<file path="src/rtl/uart_pkg.sv">
// Shared UART definitions: baud divisor helper, frame constants and FSM
// state encodings used by the receive and transmit sides of the link.
package uart_pkg;

   localparam int DATA_BITS = 8;

   typedef enum logic [2:0] {
      RX_IDLE,
      RX_START,
      RX_DATA,
      RX_PARITY,
      RX_STOP,
      RX_BREAK
   } rx_state_t;

   typedef enum logic [1:0] {
      WAIT_HI,
      WAIT_LO,
      HOLD
   } asm_state_t;

   function automatic int calc_div(input int clk_freq, input int br);
      return clk_freq / br;
   endfunction

endpackage

</file>
<file path="src/rtl/uart_cmd_rx_if.sv">
// Command output port of the receiver: 16-bit command with valid/ready.
interface uart_cmd_rx_if;

   logic [15:0] cmd_out;
   logic        cmd_vld;
   logic        cmd_rdy;

   modport master (
      output cmd_out,
      output cmd_vld,
      input  cmd_rdy
   );

   modport slave (
      input  cmd_out,
      input  cmd_vld,
      output cmd_rdy
   );

endinterface

</file>
<file path="src/rtl/uart_rx_byte.sv">
// Single UART frame receiver: synchronizer, bit FSM, parity and stop checks.
module uart_rx_byte
   import uart_pkg::*;
#(
   parameter int DIV       = 434,
   parameter int PARITY_EN = 1
) (
   input  logic       clk,
   input  logic       rst_n,
   input  logic       rx,
   output logic [7:0] data,
   output logic       byte_done,
   output logic       err_parity,
   output logic       err_frame,
   output logic       idle
);

   localparam int HALF = DIV / 2;
   localparam int CW   = $clog2(DIV);

   rx_state_t     state;
   logic [CW-1:0] cnt;
   logic [2:0]    bit_idx;
   logic          sync1;
   logic          sync2;
   logic          prev;
   logic          par_bit;
   logic          stop_q;
   logic          fin;
   logic          par_ok;

   assign par_ok = (PARITY_EN == 0) || (par_bit == ~^data);
   assign idle   = (state == RX_IDLE);

   // Outcome flags are registered one cycle after the stop sample.
   always_ff @(posedge clk or negedge rst_n) begin
      if (!rst_n) begin
         sync1      <= 1'b1;
         sync2      <= 1'b1;
         prev       <= 1'b1;
         state      <= RX_IDLE;
         cnt        <= '0;
         bit_idx    <= '0;
         data       <= '0;
         par_bit    <= 1'b0;
         stop_q     <= 1'b0;
         fin        <= 1'b0;
         byte_done  <= 1'b0;
         err_parity <= 1'b0;
         err_frame  <= 1'b0;
      end else begin
         sync1      <= rx;
         sync2      <= sync1;
         prev       <= sync2;
         fin        <= 1'b0;
         byte_done  <= fin & stop_q & par_ok;
         err_parity <= fin & ~par_ok;
         err_frame  <= fin & ~stop_q;
         unique case (state)
            RX_IDLE: begin
               if (prev && !sync2) begin
                  state <= RX_START;
                  cnt   <= '0;
               end
            end
            RX_START: begin
               if (cnt == CW'(HALF - 1)) begin
                  cnt     <= '0;
                  bit_idx <= '0;
                  state   <= sync2 ? RX_IDLE : RX_DATA;
               end else begin
                  cnt <= cnt + CW'(1);
               end
            end
            RX_DATA: begin
               if (cnt == CW'(DIV - 1)) begin
                  cnt     <= '0;
                  data    <= {sync2, data[7:1]};
                  bit_idx <= bit_idx + 3'd1;
                  if (bit_idx == 3'(DATA_BITS - 1))
                     state <= (PARITY_EN != 0) ? RX_PARITY : RX_STOP;
               end else begin
                  cnt <= cnt + CW'(1);
               end
            end
            RX_PARITY: begin
               if (cnt == CW'(DIV - 1)) begin
                  cnt     <= '0;
                  par_bit <= sync2;
                  state   <= RX_STOP;
               end else begin
                  cnt <= cnt + CW'(1);
               end
            end
            RX_STOP: begin
               if (cnt == CW'(DIV - 1)) begin
                  cnt    <= '0;
                  stop_q <= sync2;
                  fin    <= 1'b1;
                  state  <= sync2 ? RX_IDLE : RX_BREAK;
               end else begin
                  cnt <= cnt + CW'(1);
               end
            end
            RX_BREAK: begin
               if (sync2)
                  state <= RX_IDLE;
            end
            default: state <= RX_IDLE;
         endcase
      end
   end

endmodule

</file>
<file path="src/rtl/uart_cmd_rx.sv">
// UART command receiver: pairs received bytes (high first) into 16-bit
// commands with an inter-byte timeout and valid/ready output.
module uart_cmd_rx
   import uart_pkg::*;
#(
   parameter int CLK_FREQ     = 50_000_000,
   parameter int BR           = 115200,
   parameter int PARITY_EN    = 1,
   parameter int TIMEOUT_BITS = 20
) (
   input  logic                 clk,
   input  logic                 rst_n,
   input  logic                 rx,
   uart_cmd_rx_if.master        cmd,
   output logic                 err_parity,
   output logic                 err_frame,
   output logic                 err_overrun
);

   localparam int DIV = calc_div(CLK_FREQ, BR);
   localparam int CW  = $clog2(DIV);
   localparam int TW  = $clog2(TIMEOUT_BITS + 1);

   asm_state_t    st;
   logic [7:0]    data;
   logic          byte_done;
   logic          idle;
   logic          hs;
   logic          bad;
   logic [CW-1:0] tick;
   logic [TW-1:0] tbits;

   uart_rx_byte #(
      .DIV       (DIV),
      .PARITY_EN (PARITY_EN)
   ) u_byte (
      .clk        (clk),
      .rst_n      (rst_n),
      .rx         (rx),
      .data       (data),
      .byte_done  (byte_done),
      .err_parity (err_parity),
      .err_frame  (err_frame),
      .idle       (idle)
   );

   assign hs  = cmd.cmd_vld & cmd.cmd_rdy;
   assign bad = err_parity | err_frame;

   always_ff @(posedge clk or negedge rst_n) begin
      if (!rst_n) begin
         st          <= WAIT_HI;
         cmd.cmd_out <= '0;
         cmd.cmd_vld <= 1'b0;
         err_overrun <= 1'b0;
         tick        <= '0;
         tbits       <= '0;
      end else begin
         err_overrun <= 1'b0;
         unique case (st)
            WAIT_HI: begin
               if (byte_done) begin
                  cmd.cmd_out[15:8] <= data;
                  st                <= WAIT_LO;
                  tick              <= '0;
                  tbits             <= '0;
               end
            end
            WAIT_LO: begin
               if (byte_done) begin
                  cmd.cmd_out[7:0] <= data;
                  cmd.cmd_vld      <= 1'b1;
                  st               <= HOLD;
               end else if (bad) begin
                  st <= WAIT_HI;
               end else if (tbits == TW'(TIMEOUT_BITS)) begin
                  st <= WAIT_HI;
               end else if (idle) begin
                  // Only line-idle time counts toward the timeout.
                  if (tick == CW'(DIV - 1)) begin
                     tick  <= '0;
                     tbits <= tbits + TW'(1);
                  end else begin
                     tick <= tick + CW'(1);
                  end
               end
            end
            HOLD: begin
               if (hs) begin
                  cmd.cmd_vld <= 1'b0;
                  if (byte_done) begin
                     cmd.cmd_out[15:8] <= data;
                     st                <= WAIT_LO;
                     tick              <= '0;
                     tbits             <= '0;
                  end else begin
                     st <= WAIT_HI;
                  end
               end else if (byte_done) begin
                  err_overrun <= 1'b1;
               end
            end
            default: st <= WAIT_HI;
         endcase
      end
   end

endmodule

</file>
<file path="src/flat_wrapper.sv">
// flat-port wrapper written by rule: the top's interface ports become plain ports
module uart_cmd_rx_flat import uart_pkg::*;
#(
   parameter int CLK_FREQ     = 50_000_000,
   parameter int BR           = 115200,
   parameter int PARITY_EN    = 1,
   parameter int TIMEOUT_BITS = 20
)
  (clk, rst_n, rx, err_parity, err_frame, err_overrun, cmd_cmd_out, cmd_cmd_vld, cmd_cmd_rdy);
  uart_cmd_rx_if cmd_i ();
  input  logic clk;
  input  logic rst_n;
  input  logic rx;
  output logic err_parity;
  output logic err_frame;
  output logic err_overrun;
  output wire logic [$bits(cmd_i.cmd_out)-1:0] cmd_cmd_out;
  output wire logic [$bits(cmd_i.cmd_vld)-1:0] cmd_cmd_vld;
  input wire logic [$bits(cmd_i.cmd_rdy)-1:0] cmd_cmd_rdy;
  assign cmd_cmd_out = cmd_i.cmd_out;
  assign cmd_cmd_vld = cmd_i.cmd_vld;
  assign cmd_i.cmd_rdy = cmd_cmd_rdy;
  uart_cmd_rx #(.CLK_FREQ(CLK_FREQ), .BR(BR), .PARITY_EN(PARITY_EN), .TIMEOUT_BITS(TIMEOUT_BITS)) u_core (.clk(clk), .rst_n(rst_n), .rx(rx), .cmd(cmd_i), .err_parity(err_parity), .err_frame(err_frame), .err_overrun(err_overrun));
endmodule
</file>
<file path="config.mk">
export PLATFORM = sky130hd
export DESIGN_NAME = uart_cmd_rx_flat
export DESIGN_NICKNAME = d
export VERILOG_FILES = /design/src/rtl/uart_pkg.sv /design/src/rtl/uart_cmd_rx_if.sv /design/src/rtl/uart_rx_byte.sv /design/src/rtl/uart_cmd_rx.sv /design/src/flat_wrapper.sv
export SDC_FILE = /design/constraint.sdc
export NUM_CORES = 1
export LEC_CHECK = 0
export ABC_AREA = 1
export CAP_MARGIN = 20
export CORE_ASPECT_RATIO = 1.4
export CORE_MARGIN = 2
export CORE_UTILIZATION = 53
export DETAILED_ROUTE_END_ITERATION = 16
export PLACE_DENSITY = 0.76
export SLEW_MARGIN = 20
export SYNTH_ARGS = -nofsm -noshare
export SYNTH_HDL_FRONTEND = slang
export SYNTH_SLANG_ARGS = --single-unit
</file>
<file path="constraint.sdc">
create_clock -name clk -period 1.5 [get_ports clk]
set_input_delay 0.225 -clock clk [delete_from_list [all_inputs] [get_ports clk]]
set_output_delay 0.225 -clock clk [all_outputs]
set_load 0.03 [all_outputs]
</file>
Word-level counts from Yosys, hierarchy flattened
Index checks and enable logic that the tools add are counted.

Flip-flop bits (word level): 66. Bits of input ports: 4. Output and inout bits: 20. Logic and storage cells: 135.

Add/sub/neg operators: 4. Eq/ne operators: 29. Mux-type cells: 51. Bitwise logic cells: 8. Reductions and logical operators: 23.

Operators with widths (number): $mux 9 (10); $pmux 9 s3 (2); $mux 5 (7); $mux 3 (10); $ne 2x2->1 const B (12); $add 9x1->9 const B (2); $eq 9x9->1 const B (2); $pmux 3 s6 (1); $mux 8 (2); $pmux 8 s2 (1); $pmux 5 s3 (1); $reduce_and 7->1 (2); $mux 2 (6); $reduce_and 2->1 (6); $eq 3x3->1 const B (3); $eq 9x8->1 const B (1); $reduce_and 3->1 (3); $mux 1 (8); $reduce_xnor 8->1 (1); $eq 3x2->1 const B (2); $ne 2x1->1 const B (3); $pmux 2 s3 (1); $pmux 3 s2 (1); $reduce_and 6->1 (1); 19 further kinds (27).

Depth between registers and ports, before layout
Gate-level depths: netlist (run 1).

Depth after elaboration: 7. Depth in mapped cells: 10.

Modules after synthesis
A second synthesis (run 1) with hierarchy kept.

Cell total of the unflattened synthesis: 461. Area, all modules: 3578.4 µm².

By module, submodules not included: uart_rx_byte (times used 1, cells each 241, area each 1798.0 µm², sequential area each 804.5 µm²); uart_cmd_rx (times used 1, cells each 220, area each 1780.5 µm², sequential area each 850.8 µm²).

Least setup slack after synthesis (run 1)
Ideal clock, no wire load.

Kind: reg-to-reg. From: register u_core.cmd.cmd_vld. To: register u_core.tick[0]. Arrival: 1321 ps. Required time: 1373 ps. Path slack: 53 ps. Cell stages (with the launch flop): 9. Period minus slack after synthesis: 1447 ps. Cell sequence: dfrtp_1 -> nand2_1 -> nand2_1 -> nand2_2 -> a21oi_4 -> nand2_4 -> buf_6 -> nand2_1 -> o21ai_0.

Word-level cells in the longest chain between the ends: 3.

Ends and longest elaborated chain: from (decl) (RTL line uart_cmd_rx_if.sv:10) `output cmd_vld,`; from (signal assigned) (RTL line uart_cmd_rx.sv:54) `cmd.cmd_vld <= 1'b0;`; from (signal assigned) (RTL line uart_cmd_rx.sv:72) `cmd.cmd_vld <= 1'b1;`; from (signal assigned) (RTL line uart_cmd_rx.sv:90) `cmd.cmd_vld <= 1'b0;`; $and 1x1->1 (RTL line uart_cmd_rx.sv:47) `assign hs = cmd.cmd_vld & cmd.cmd_rdy;`; $ne 2x1->1 (no line); $reduce_and 6->1 (no line); to (signal assigned) (RTL line uart_cmd_rx.sv:84) `tick <= tick + CW'(1);`; to (decl) (RTL line uart_cmd_rx.sv:30) `logic [CW-1:0] tick;`.

No other way between the ends. A chain may end at the register's enable or synchronous reset.

Worst setup path after layout (run 1)
From: register u_core.u_byte.cnt[1]. To: register u_core.u_byte.state[2].

Word-level cells in the longest chain between the ends: 3.

Ends and longest elaborated chain: from (decl) (RTL line uart_rx_byte.sv:22) `logic [CW-1:0] cnt;`; from (signal assigned) (RTL line uart_rx_byte.sv:72) `cnt <= cnt + CW'(1);`; from (signal assigned) (RTL line uart_rx_byte.sv:83) `cnt <= cnt + CW'(1);`; from (signal assigned) (RTL line uart_rx_byte.sv:92) `cnt <= cnt + CW'(1);`; $eq 9x9->1 or $eq 9x8->1 (tied branches); $ne 2x2->1 (no line); $reduce_and 7->1 (no line) *; to (signal assigned) (RTL line uart_rx_byte.sv:70) `state <= sync2 ? RX_IDLE : RX_DATA;`; to (signal assigned) (RTL line uart_rx_byte.sv:81) `state <= (PARITY_EN != 0) ? RX_PARITY : RX_STOP;`; to (signal assigned) (RTL line uart_rx_byte.sv:100) `state <= sync2 ? RX_IDLE : RX_BREAK;`; to (decl) (RTL line uart_rx_byte.sv:21) `rx_state_t state;`.

Every way passes the cells marked *; elsewhere a longest branch is shown, timed or not.

==> results of run 1 <==
## area by class of cell
cell class                 count  area share [%]
multi-input combinational    308            39.5
sequential                    66            37.8
timing repair buffer          58            11.5
inverter                      57            4.87
clock buffer                  11            2.99
tap                           72            2.05
clock inverter                 5            1.25
## worst min-delay path by stage
stage / slack [ns] / startpoint / to / depth (start not counted)
floorplan: -0.07 / rst_n / u_core.cmd.cmd_out[0]$_DFFE_PN0P_ / 0
global placement: 0.27 / rst_n / u_core.cmd.cmd_out[1]$_DFFE_PN0P_ / 2
detailed placement: 0.27 / rst_n / u_core.cmd.cmd_out[9]$_DFFE_PN0P_ / 2
CTS: 0.28 / rx / u_core.u_byte.sync1$_DFF_PN1_ / 1
global route: 0.28 / rx / u_core.u_byte.sync1$_DFF_PN1_ / 1
finish: 0.29 / rx / u_core.u_byte.sync1$_DFF_PN1_ / 1
## through the flow
step / std cells / worst slack [ns] / power, mW / area [sq um]
floorplan: 437 / 0.0525 / 2.79 / 3480
global placement: 549 / -0.0405 / 3.22 / 3950
detailed placement: 549 / -0.0884 / 3.24 / 3950
CTS: 566 / 0.00738 / 4.69 / 4130
global route: 577 / -0.108 / 5.46 / 4390
finish: 577 / -0.0449 / 5.19 / 4390
## routing by layer
| metal | global-route usage, % | up-vias | part of all wire [%] |
|---|---|---|---|
| met4 | 7.83 | 0 | 2.1 |
| met5 | 0 | - | 0 |
| met2 | 39.3 | 80 | 54 |
| li1 | - | 1541 | - |
| met1 | 24.3 | 1501 | 40 |
| met3 | 5.82 | 16 | 4.2 |
## sequential cells by signal, summed over array words and instances, names as in the netlist, 2 cells and up
register               flops
u_core.u_byte.cnt          9
u_core.u_byte.bit_idx      3
u_core.tbits               5
u_core.u_byte.state        3
u_core.cmd.cmd_out        16
u_core.st                  2
u_core.u_byte.data         8
u_core.tick                9
## power groups by stage
stage | Combinational [mW] | Clock (mW) | Sequential, mW
3_3_place_gp | 1.20 | 0 | 2.03
2_1_floorplan | 0.779 | 0 | 2.01
4_1_cts | 1.24 | 1.45 | 2.00
5_1_grt | 1.88 | 1.53 | 2.04
3_5_place_dp | 1.21 | 0 | 2.03
6_report | 1.74 | 1.42 | 2.03
## cells in the mapped netlist, types with 3 or more instances
master / n / area [sq um]
nand2_1: 145 / 544
dfrtp_1: 63 / 1580
inv_1: 52 / 195
o21ai_0: 31 / 155
nand3_1: 29 / 145
nand4_1: 24 / 150
nor2_1: 24 / 90.1
o21ai_2: 10 / 87.6
ha_1: 9 / 113
inv_2: 5 / 18.8
nor3_1: 5 / 25.0
a21oi_1: 4 / 20.0
nand2_2: 4 / 25.0
dfstp_2: 3 / 78.8
nand2_4: 3 / 33.8
nand3_2: 3 / 30.0
## kinds of logic after synthesis
logic type               share of synthesized area, %
buffers and inverters                            7.41
AND/OR/NAND/NOR                                  32.3
adder cells (fa/ha/maj)                          3.24
AO/OA/AOI/OAI                                    8.99
flip-flops                                       47.6
XOR/XNOR                                        0.504
## timing repair
action	in CTS	in global routing
buffers inserted	0	11
pin swaps	0	13
hold endpoints to repair	63	0
hold buffers	1	0
gates resized for setup	23	54
endpoints found under the setup margin	31	39
==> results.yml, run 1 <==
sta:
  max_freq_mhz: 647
  layout_setup_ws_ns: -0.0449
  slew_headroom_pct: 77.0
  setup_tns_ns: -0.353
  whs_ns: 0.294
  hold_viol: 0
  tightest_slew_ns: 0.345
  rsz0062_at_grt: "true"
  setup_viol: 14
  post-route-min-period_ns: 1.54
  finClkSkew_ns: 0.00700
  slew_viol_final: 0
  finalCritPeriodShare_pct: 103
status:
  run_status: "finished with violations"
  violations: "negative setup slack"
die:
  num_io_pins: 24
  die_h_um: 99.9
  dieArea_sq_mm: 0.00724
  start_util_pct: 55.2
  fp-row-count: 34
  core_sq_mm: 0.00630
  die_w_um: 72.5
power:
  pwr_density_cell_mw_per_mm2: 1180
  ir_drop_mv: 1.11
  internal-power_mw: 3.36
  p_comb_share_pct: 33.4
  leakage_nw: 2.17
  power.share.clock_pct: 27.4
  power.share.switching_pct: 35.3
  seq_power_share_pct: 39.2
  p_switching_mw: 1.83
drt:
  first_pass_iters: 5
  drt_iter0_markers: 178
  drc: 0
  routed_wirelength_um: 7710
  ant_nets: 0
  wl_per_cell_um: 13.4
  route.vias.total: 3138
  viasPerCell: 5.44
layout:
  multiInputGateArea_sq_mm: 0.00173
  drive_above_1_share_pct: 23.6
  diodes: 0
  nets: 513
  areaGrowthSynthToFinish_pct: 26.3
  final_common_cell: "nand2_1"
  fill_cells: 495
  final_util_pct: 69.8
  seqCellArea_sq_mm: 0.00166
  layout_common_cells: "132 x nand2_1, 58 x dfrtp_1, 48 x inv_1"
yosys:
  syn-instance-count: 437
  async_reset_ff_share_pct: 100
  syn_nets: 450
  netlist_area_sq_mm: 0.00348
  yosys_warnings: 0
  ys_seq_area_share_pct: 47.6
  synth_ff_type: "dfrtp_1"
  synth_cell_types: 33
  synth.ff_latch_count: 66
  synth-edff-count: 0
  syn-mean-instance-area_sq_um: 7.96
critical_path:
  cp.depth: 11
  worstPathRequired_ns: 1.72
  cp_max_fo: 3
  end_kind: "flop"
  cpPeakStageDelay_ns: 0.41
  worst-setup-path-type: "reg -> reg"
  cp-start-kind: "flop"
  worstPathArrival_ns: 1.77
  rr_worst_depth: 11
  startpoint: "u_core.u_byte.cnt[1]$_DFFE_PN0P_"
  reg2reg_to: "u_core.u_byte.state[2]$_DFFE_PN0P_"
  reg2reg_slack_ns: -0.04
  path_buf_inv: 3
  path_delay_family: "simple AND/OR/NAND/NOR gates"
  r2r_start: "u_core.u_byte.cnt[1]$_DFFE_PN0P_"
  path_cells: "inv_2 > buf_6 > ha_4 > nand2_2 > nor2_2 > nand2_2 > nand2_4 > buf_6 > nand3_4 > nand2_2 > nand2_1"
  endpoint: "u_core.u_byte.state[2]$_DFFE_PN0P_"
  crit_slowest_cell: "dfrtp_1"
  worst_path_most_repeated_cell: "nand2_2"
placed_design:
  dp_hpwl_um: 5100
  place_congestion: 0.891
  portBuffers: 23
global_route:
  grtUsageTotal_pct: 21.8
  grt_max_degree: 67
  gr-total-overflow: 0
  antenna_found_initial: 0
  grt_pass1_wl_um: 12600
  grt_pass1_vias: 2955
clock_network:
  h-tree-depth: 3
  numCtsBuffers: 9
  clk_pin_slew_ns: 0.07
  cts_tree: "done"
  clockBufferDepth: 2
  clockRootBuffer: "clkbuf_8"
  clock_latency_ns: 0.34
  cts_sinks: 66
run:
  max_cap_viol_count: 0
min_path:
  hp-class: "in -> reg"
No activity file was read; power rests on OpenSTA's default activity.
==> inputs of run 2 (changes only) <==
--- a/config.mk
+++ b/config.mk
@@ -8,2 +8,3 @@
 export ABC_AREA = 1
+export ABC_CLOCK_PERIOD_IN_PS = 1500
 export CAP_MARGIN = 20
==> constraint.sdc (replaced) <==
create_clock -name clk -period 1.5 [get_ports clk]
set_input_delay 0.45 -clock clk [delete_from_list [all_inputs] [get_ports clk]]
set_output_delay 0.45 -clock clk [all_outputs]
set_load 0.03 [all_outputs]
==> run 2 against run 1 <==
  * The run still ends with negative setup slack left
  * Total power is 4.8% lower
  * Clock-buffer cell count is 1 lower
  * Final cell count stayed put
  * Clock skew is 0.0039 ns higher
  * Sequential share of layout area is 0.41 points lower
  * Die area stayed put
  * Via count is 1.6% lower
  * Fmax is 0.78% higher
  * Worst hold slack worse by 0.18 ns
  * Non-clock buffer count is 1 lower
  * Critical path type unchanged
  * Design area is 1.1% higher
==> results.yml, run 2 (synthesis gave the netlist of run 1 again) <==
status:
  run_status: "finished with violations"
  violations: "negative setup slack"
clock_network:
  cts_tree: "done"
  clockBufferDepth: 2
  clock_latency_ns: 0.34
  h-tree-depth: 3
  numCtsBuffers: 9
  cts_sinks: 66
  clk_pin_slew_ns: 0.08
  clockRootBuffer: "clkbuf_8"
  hold_buffers: 0
critical_path:
  r2r_start: "u_core.tbits[0]$_DFFE_PN0P_"
  cp_max_fo: 9
  worstPathRequired_ns: 1.74
  path_buf_inv: 1
  end_kind: "flop"
  cp-start-kind: "flop"
  reg2reg_slack_ns: -0.03
  path_delay_family: "simple AND/OR/NAND/NOR gates"
  rr_worst_depth: 7
  worst-setup-path-type: "reg -> reg"
  startpoint: "u_core.tbits[0]$_DFFE_PN0P_"
  path_cells: "inv_1 > ha_1 > nand4_1 > nand3_2 > nand2_4 > nand2_8 > o21ai_0"
  worstPathArrival_ns: 1.77
  crit_slowest_cell: "dfrtp_1"
  cp.depth: 7
  cpPeakStageDelay_ns: 0.35
placed_design:
  place_congestion: 0.870
  post_dp_cell_area_sq_mm: 0.00396
  dp_cells: 550
  portBuffers: 23
  dp_hpwl_um: 5100
layout:
  nets: 513
  final_util_pct: 70.5
  top_regs: "u_core.cmd.cmd_out: 16 flops, u_core.tick: 9 flops, u_core.u_byte.cnt: 9 flops"
  fin_area_sq_mm: 0.00444
  regMostFlops: "u_core.cmd.cmd_out"
  fin_cells: 577
  areaGrowthSynthToFinish_pct: 27.6
  final_common_cell: "nand2_1"
  largest_reg_flops: 16
  layout_common_cells: "126 x nand2_1, 58 x dfrtp_1, 48 x inv_1"
  diodes: 0
  drive_above_1_share_pct: 28.7
drt:
  routed_wirelength_um: 7910
  drc: 0
  route.vias.total: 3087
  first_pass_iters: 4
  ant_nets: 0
  drt_iter0_markers: 226
  wl_per_cell_um: 13.7
  viasPerCell: 5.35
die:
  num_io_pins: 24
  start_util_pct: 55.2
  fp-row-count: 34
  dieArea_sq_mm: 0.00724
  die_h_um: 99.9
  core_sq_mm: 0.00630
  die_w_um: 72.5
sta:
  tightest_slew_ns: 0.347
  post-route-min-period_ns: 1.53
  layout_setup_ws_ns: -0.0329
  setup_tns_ns: -0.0367
  slew_viol_final: 0
  max_freq_mhz: 652
  slew_headroom_pct: 76.9
  rsz0062_at_grt: "true"
  hold_viol: 0
  finalCritPeriodShare_pct: 102
  finClkSkew_ns: 0.0109
  setup_viol: 2
global_route:
  grt_pass1_vias: 3028
  antenna_found_initial: 0
  top_usage_layer: "met2"
  gr-total-overflow: 0
  grt_use_met2_pct: 39.6
  grt_pass1_wl_um: 12600
  grt_util_met3_pct: 4.52
  grt_util_met1_pct: 25.0
  grtUsageTotal_pct: 21.8
  grt_max_degree: 67
power:
  leakage_nw: 2.11
  pwr_density_cell_mw_per_mm2: 1110
  finalPower_mw: 4.94
  ir_drop_mv: 1.20
run:
  max_cap_viol_count: 0
min_path:
  hp-class: "in -> async"
[run 2: repair_timing]
action,in CTS,in global routing
setup buffers,3,7
gates resized for setup,69,72
gates cloned,1,0
pin swaps,5,13
setup endpoints to repair,35,44
[run 2: final timing paths]
path / to
setup / recovery: u_core.tick[1]$_DFFE_PN0P_
max in group asynchronous: u_core.u_byte.sync2$_DFF_PN1_
hold reg to reg: u_core.u_byte.sync2$_DFF_PN1_
min in group clk: u_core.u_byte.sync2$_DFF_PN1_
setup reg to reg: u_core.tick[1]$_DFFE_PN0P_
hold / removal: u_core.cmd.cmd_out[0]$_DFFE_PN0P_
[run 2: layout make-up]
class / count / area, sq um
multi-input combinational: 309 / 1790
fill: 483 / 1860
clock inverter: 6 / 42.5
timing repair buffer: 57 / 517
clock buffer: 10 / 128
tap: 72 / 90.1
sequential: 66 / 1660
inverter: 57 / 214
[run 2: metrics by stage]
stage	hold slack [ns]	worst slack, ns
after floorplan	0.154	0.0525
after global placement	0.348	-0.336
after detailed placement	0.347	-0.412
after CTS	0.124	0.00227
after global routing	0.143	-0.132
final	0.113	-0.0329
[run 2: where the power goes]
part	internal, mW	switching, mW	total (mW)	leakage (nW)
Combinational	0.639	0.976	1.62	1.14
Clock	0.602	0.697	1.30	0.0827
Sequential	1.89	0.146	2.03	0.893
[run 2: worst reg2reg max path: cells and delay by family, from the launching register on]
kind                       cells  cell delay [ns]
buffers and inverters          1             0.04
adders and majority gates      1             0.19
DFF                            1             0.35
and+or+nand+nor                4             0.61
AOI/OAI and AO/OA              1             0.25
[run 2: layer usage]
layer	part of all wire, %	wire length [um]
met1	42	3290
met2	53	4200
met3	2.9	226
met4	2.4	189
met5	0	0
==> inputs of run 3 (changes only) <==
Settings changed: GPL_TIMING_DRIVEN from default to 0.
==> run 3 against run 2 <==
  * The flow still finishes with violations (negative setup slack)
  * Combinational power fell by 3%
  * Clock-buffer cell count fell by 1
  * Via count rose by 1.3%
  * Flip-flop and latch count unchanged
  * Total power rose by 6.4%
  * Highest routed layer unchanged
  * Global-route usage up 0.74 points
  * Register-to-register slack is essentially flat
  * Non-clock buffer count up 7
==> results.yml, run 3 (synthesis gave the netlist of run 1 again) <==
status:
  run_status: "finished with violations"
  violations: "negative setup slack"
clock_network:
  numCtsBuffers: 9
  clk_pin_slew_ns: 0.08
  h-tree-depth: 3
  clockRootBuffer: "clkbuf_8"
  cts_tree: "done"
  cts_sinks: 66
  clockBufferDepth: 2
  clock_latency_ns: 0.35
critical_path:
  end_kind: "flop"
  worst-setup-path-type: "reg -> reg"
  cp_max_fo: 3
  worstPathArrival_ns: 1.77
  cpPeakStageDelay_ns: 0.41
  crit_slowest_cell: "dfrtp_1"
  path_cells: "inv_2 > ha_4 > nand2_4 > nor3_4 > nand2_2 > buf_6 > nor2_4 > nand2_2 > o21a_1"
  cp-start-kind: "flop"
  worstPathRequired_ns: 1.73
  worst_path_most_repeated_cell: "nand2_2"
min_path:
  hp-class: "reg -> reg"
sta:
  finalCritPeriodShare_pct: 103
  rsz0062_at_grt: "true"
  slew_headroom_pct: 73.2
  finClkSkew_ns: 0.0153
  max_freq_mhz: 649
  setup_viol: 12
  slew_viol_final: 0
  setup_tns_ns: -0.190
  layout_setup_ws_ns: -0.0397
  whs_ns: 0.354
  hold_viol: 0
  post-route-min-period_ns: 1.54
  tightest_slew_ns: 0.403
run:
  max_cap_viol_count: 0
layout:
  top_regs: "u_core.cmd.cmd_out: 16 flops, u_core.tick: 9 flops, u_core.u_byte.cnt: 9 flops"
  drive_above_1_share_pct: 30.1
  fill_cells: 459
  seqCellArea_sq_mm: 0.00166
  multiInputGateArea_sq_mm: 0.00175
  final_common_cell: "nand2_1"
  diodes: 0
  final_util_pct: 71.1
  layout_common_cells: "122 x nand2_1, 58 x dfrtp_1, 49 x inv_1"
  areaGrowthSynthToFinish_pct: 28.7
  regMostFlops: "u_core.cmd.cmd_out"
  nets: 519
  largest_reg_flops: 16
placed_design:
  pre_cts_slack_ns: -0.502
  dp_hpwl_um: 5100
  portBuffers: 23
  place_congestion: 0.866
global_route:
  grt_pass1_wl_um: 12800
  antenna_found_initial: 0
  grt_max_degree: 45
  grt_pass1_vias: 2950
  gr-total-overflow: 0
  grtUsageTotal_pct: 22.6
die:
  fp-row-count: 34
  core_sq_mm: 0.00630
  start_util_pct: 55.2
  num_io_pins: 24
  die_h_um: 99.9
  die_w_um: 72.5
  dieArea_sq_mm: 0.00724
drt:
  wl_per_cell_um: 13.6
  ant_nets: 0
  drt_iter0_markers: 206
  route.vias.total: 3128
  drc: 0
  viasPerCell: 5.37
  routed_wirelength_um: 7950
  first_pass_iters: 4
power:
  p_switching_mw: 1.83
  pwr_density_cell_mw_per_mm2: 1180
  seq_power_share_pct: 38.3
  power.share.clock_pct: 31.9
  internal-power_mw: 3.43
  power.share.switching_pct: 34.7
  ir_drop_mv: 1.03
  leakage_nw: 2.19
  p_comb_share_pct: 29.8
[run 3: repair_timing]
item | in CTS | in global routing
endpoints found under the setup margin | 63 | 52
gates resized for setup | 86 | 74
pin swaps | 6 | 13
setup buffers | 16 | 18
gates cloned | 0 | 1
hold buffers | 1 | 0
hold endpoints to repair | 19 | 0
[run 3: layer usage]
metal	track usage [%]	wire length, um	vias up
met3	4.82	286	18
li1	-	-	1549
met4	9.83	170	0
met5	0	0	-
met1	25.3	3210	1491
met2	40.6	4290	70
[run 3: metrics by stage]
stage | cells | instance area, sq um | power [mW]
floorplan | 437 | 3480 | 2.79
detailed placement | 533 | 3820 | 3.06
global placement | 532 | 3800 | 3.03
global route | 583 | 4480 | 5.55
finish | 583 | 4480 | 5.26
CTS | 566 | 4240 | 4.95
[run 3: final timing paths]
check | cells past startpoint | startpoint | to | slack (ns)
worst max-delay path | 9 | u_core.u_byte.cnt[1]$_DFFE_PN0P_ | u_core.u_byte.stop_q$_DFFE_PN0P_ | -0.04
worst min-delay path | 0 | u_core.u_byte.sync1$_DFF_PN1_ | u_core.u_byte.sync2$_DFF_PN1_ | 0.35
worst max register to register | 9 | u_core.u_byte.cnt[1]$_DFFE_PN0P_ | u_core.u_byte.stop_q$_DFFE_PN0P_ | -0.04
worst min register to register | 0 | u_core.u_byte.sync1$_DFF_PN1_ | u_core.u_byte.sync2$_DFF_PN1_ | 0.35
max in group asynchronous | 3 | rst_n | u_core.u_byte.state[2]$_DFFE_PN0P_ | 0.40
min in group asynchronous | 2 | rst_n | u_core.cmd.cmd_out[0]$_DFFE_PN0P_ | 0.54
[run 3: layout make-up]
type / instances / area share, %
buffer: 5 / 0.951
clock buffer: 9 / 2.77
clock inverter: 7 / 2.24
inverter: 57 / 4.89
multi-input combinational: 308 / 39.1
sequential: 66 / 37.1
tap: 72 / 2.01
timing repair buffer: 59 / 11.0
[run 3: critical path: cells and delay by family, from the launching register on]
family	cells	cell delay [ns]
compound gates	1	0.10
fa+ha+maj	1	0.14
buf+inv	2	0.23
flops	1	0.41
simple gates	5	0.53
[run 3: power groups by stage]
| stage | registers [mW] | clock network (mW) | logic, mW |
|---|---|---|---|
| 6_report | 2.02 | 1.68 | 1.57 |
| 3_3_place_gp | 2.04 | 0 | 0.988 |
| 5_1_grt | 2.03 | 1.80 | 1.72 |
| 4_1_cts | 2.00 | 1.72 | 1.23 |
| 2_1_floorplan | 2.01 | 0 | 0.779 |
| 3_5_place_dp | 2.04 | 0 | 1.02 |
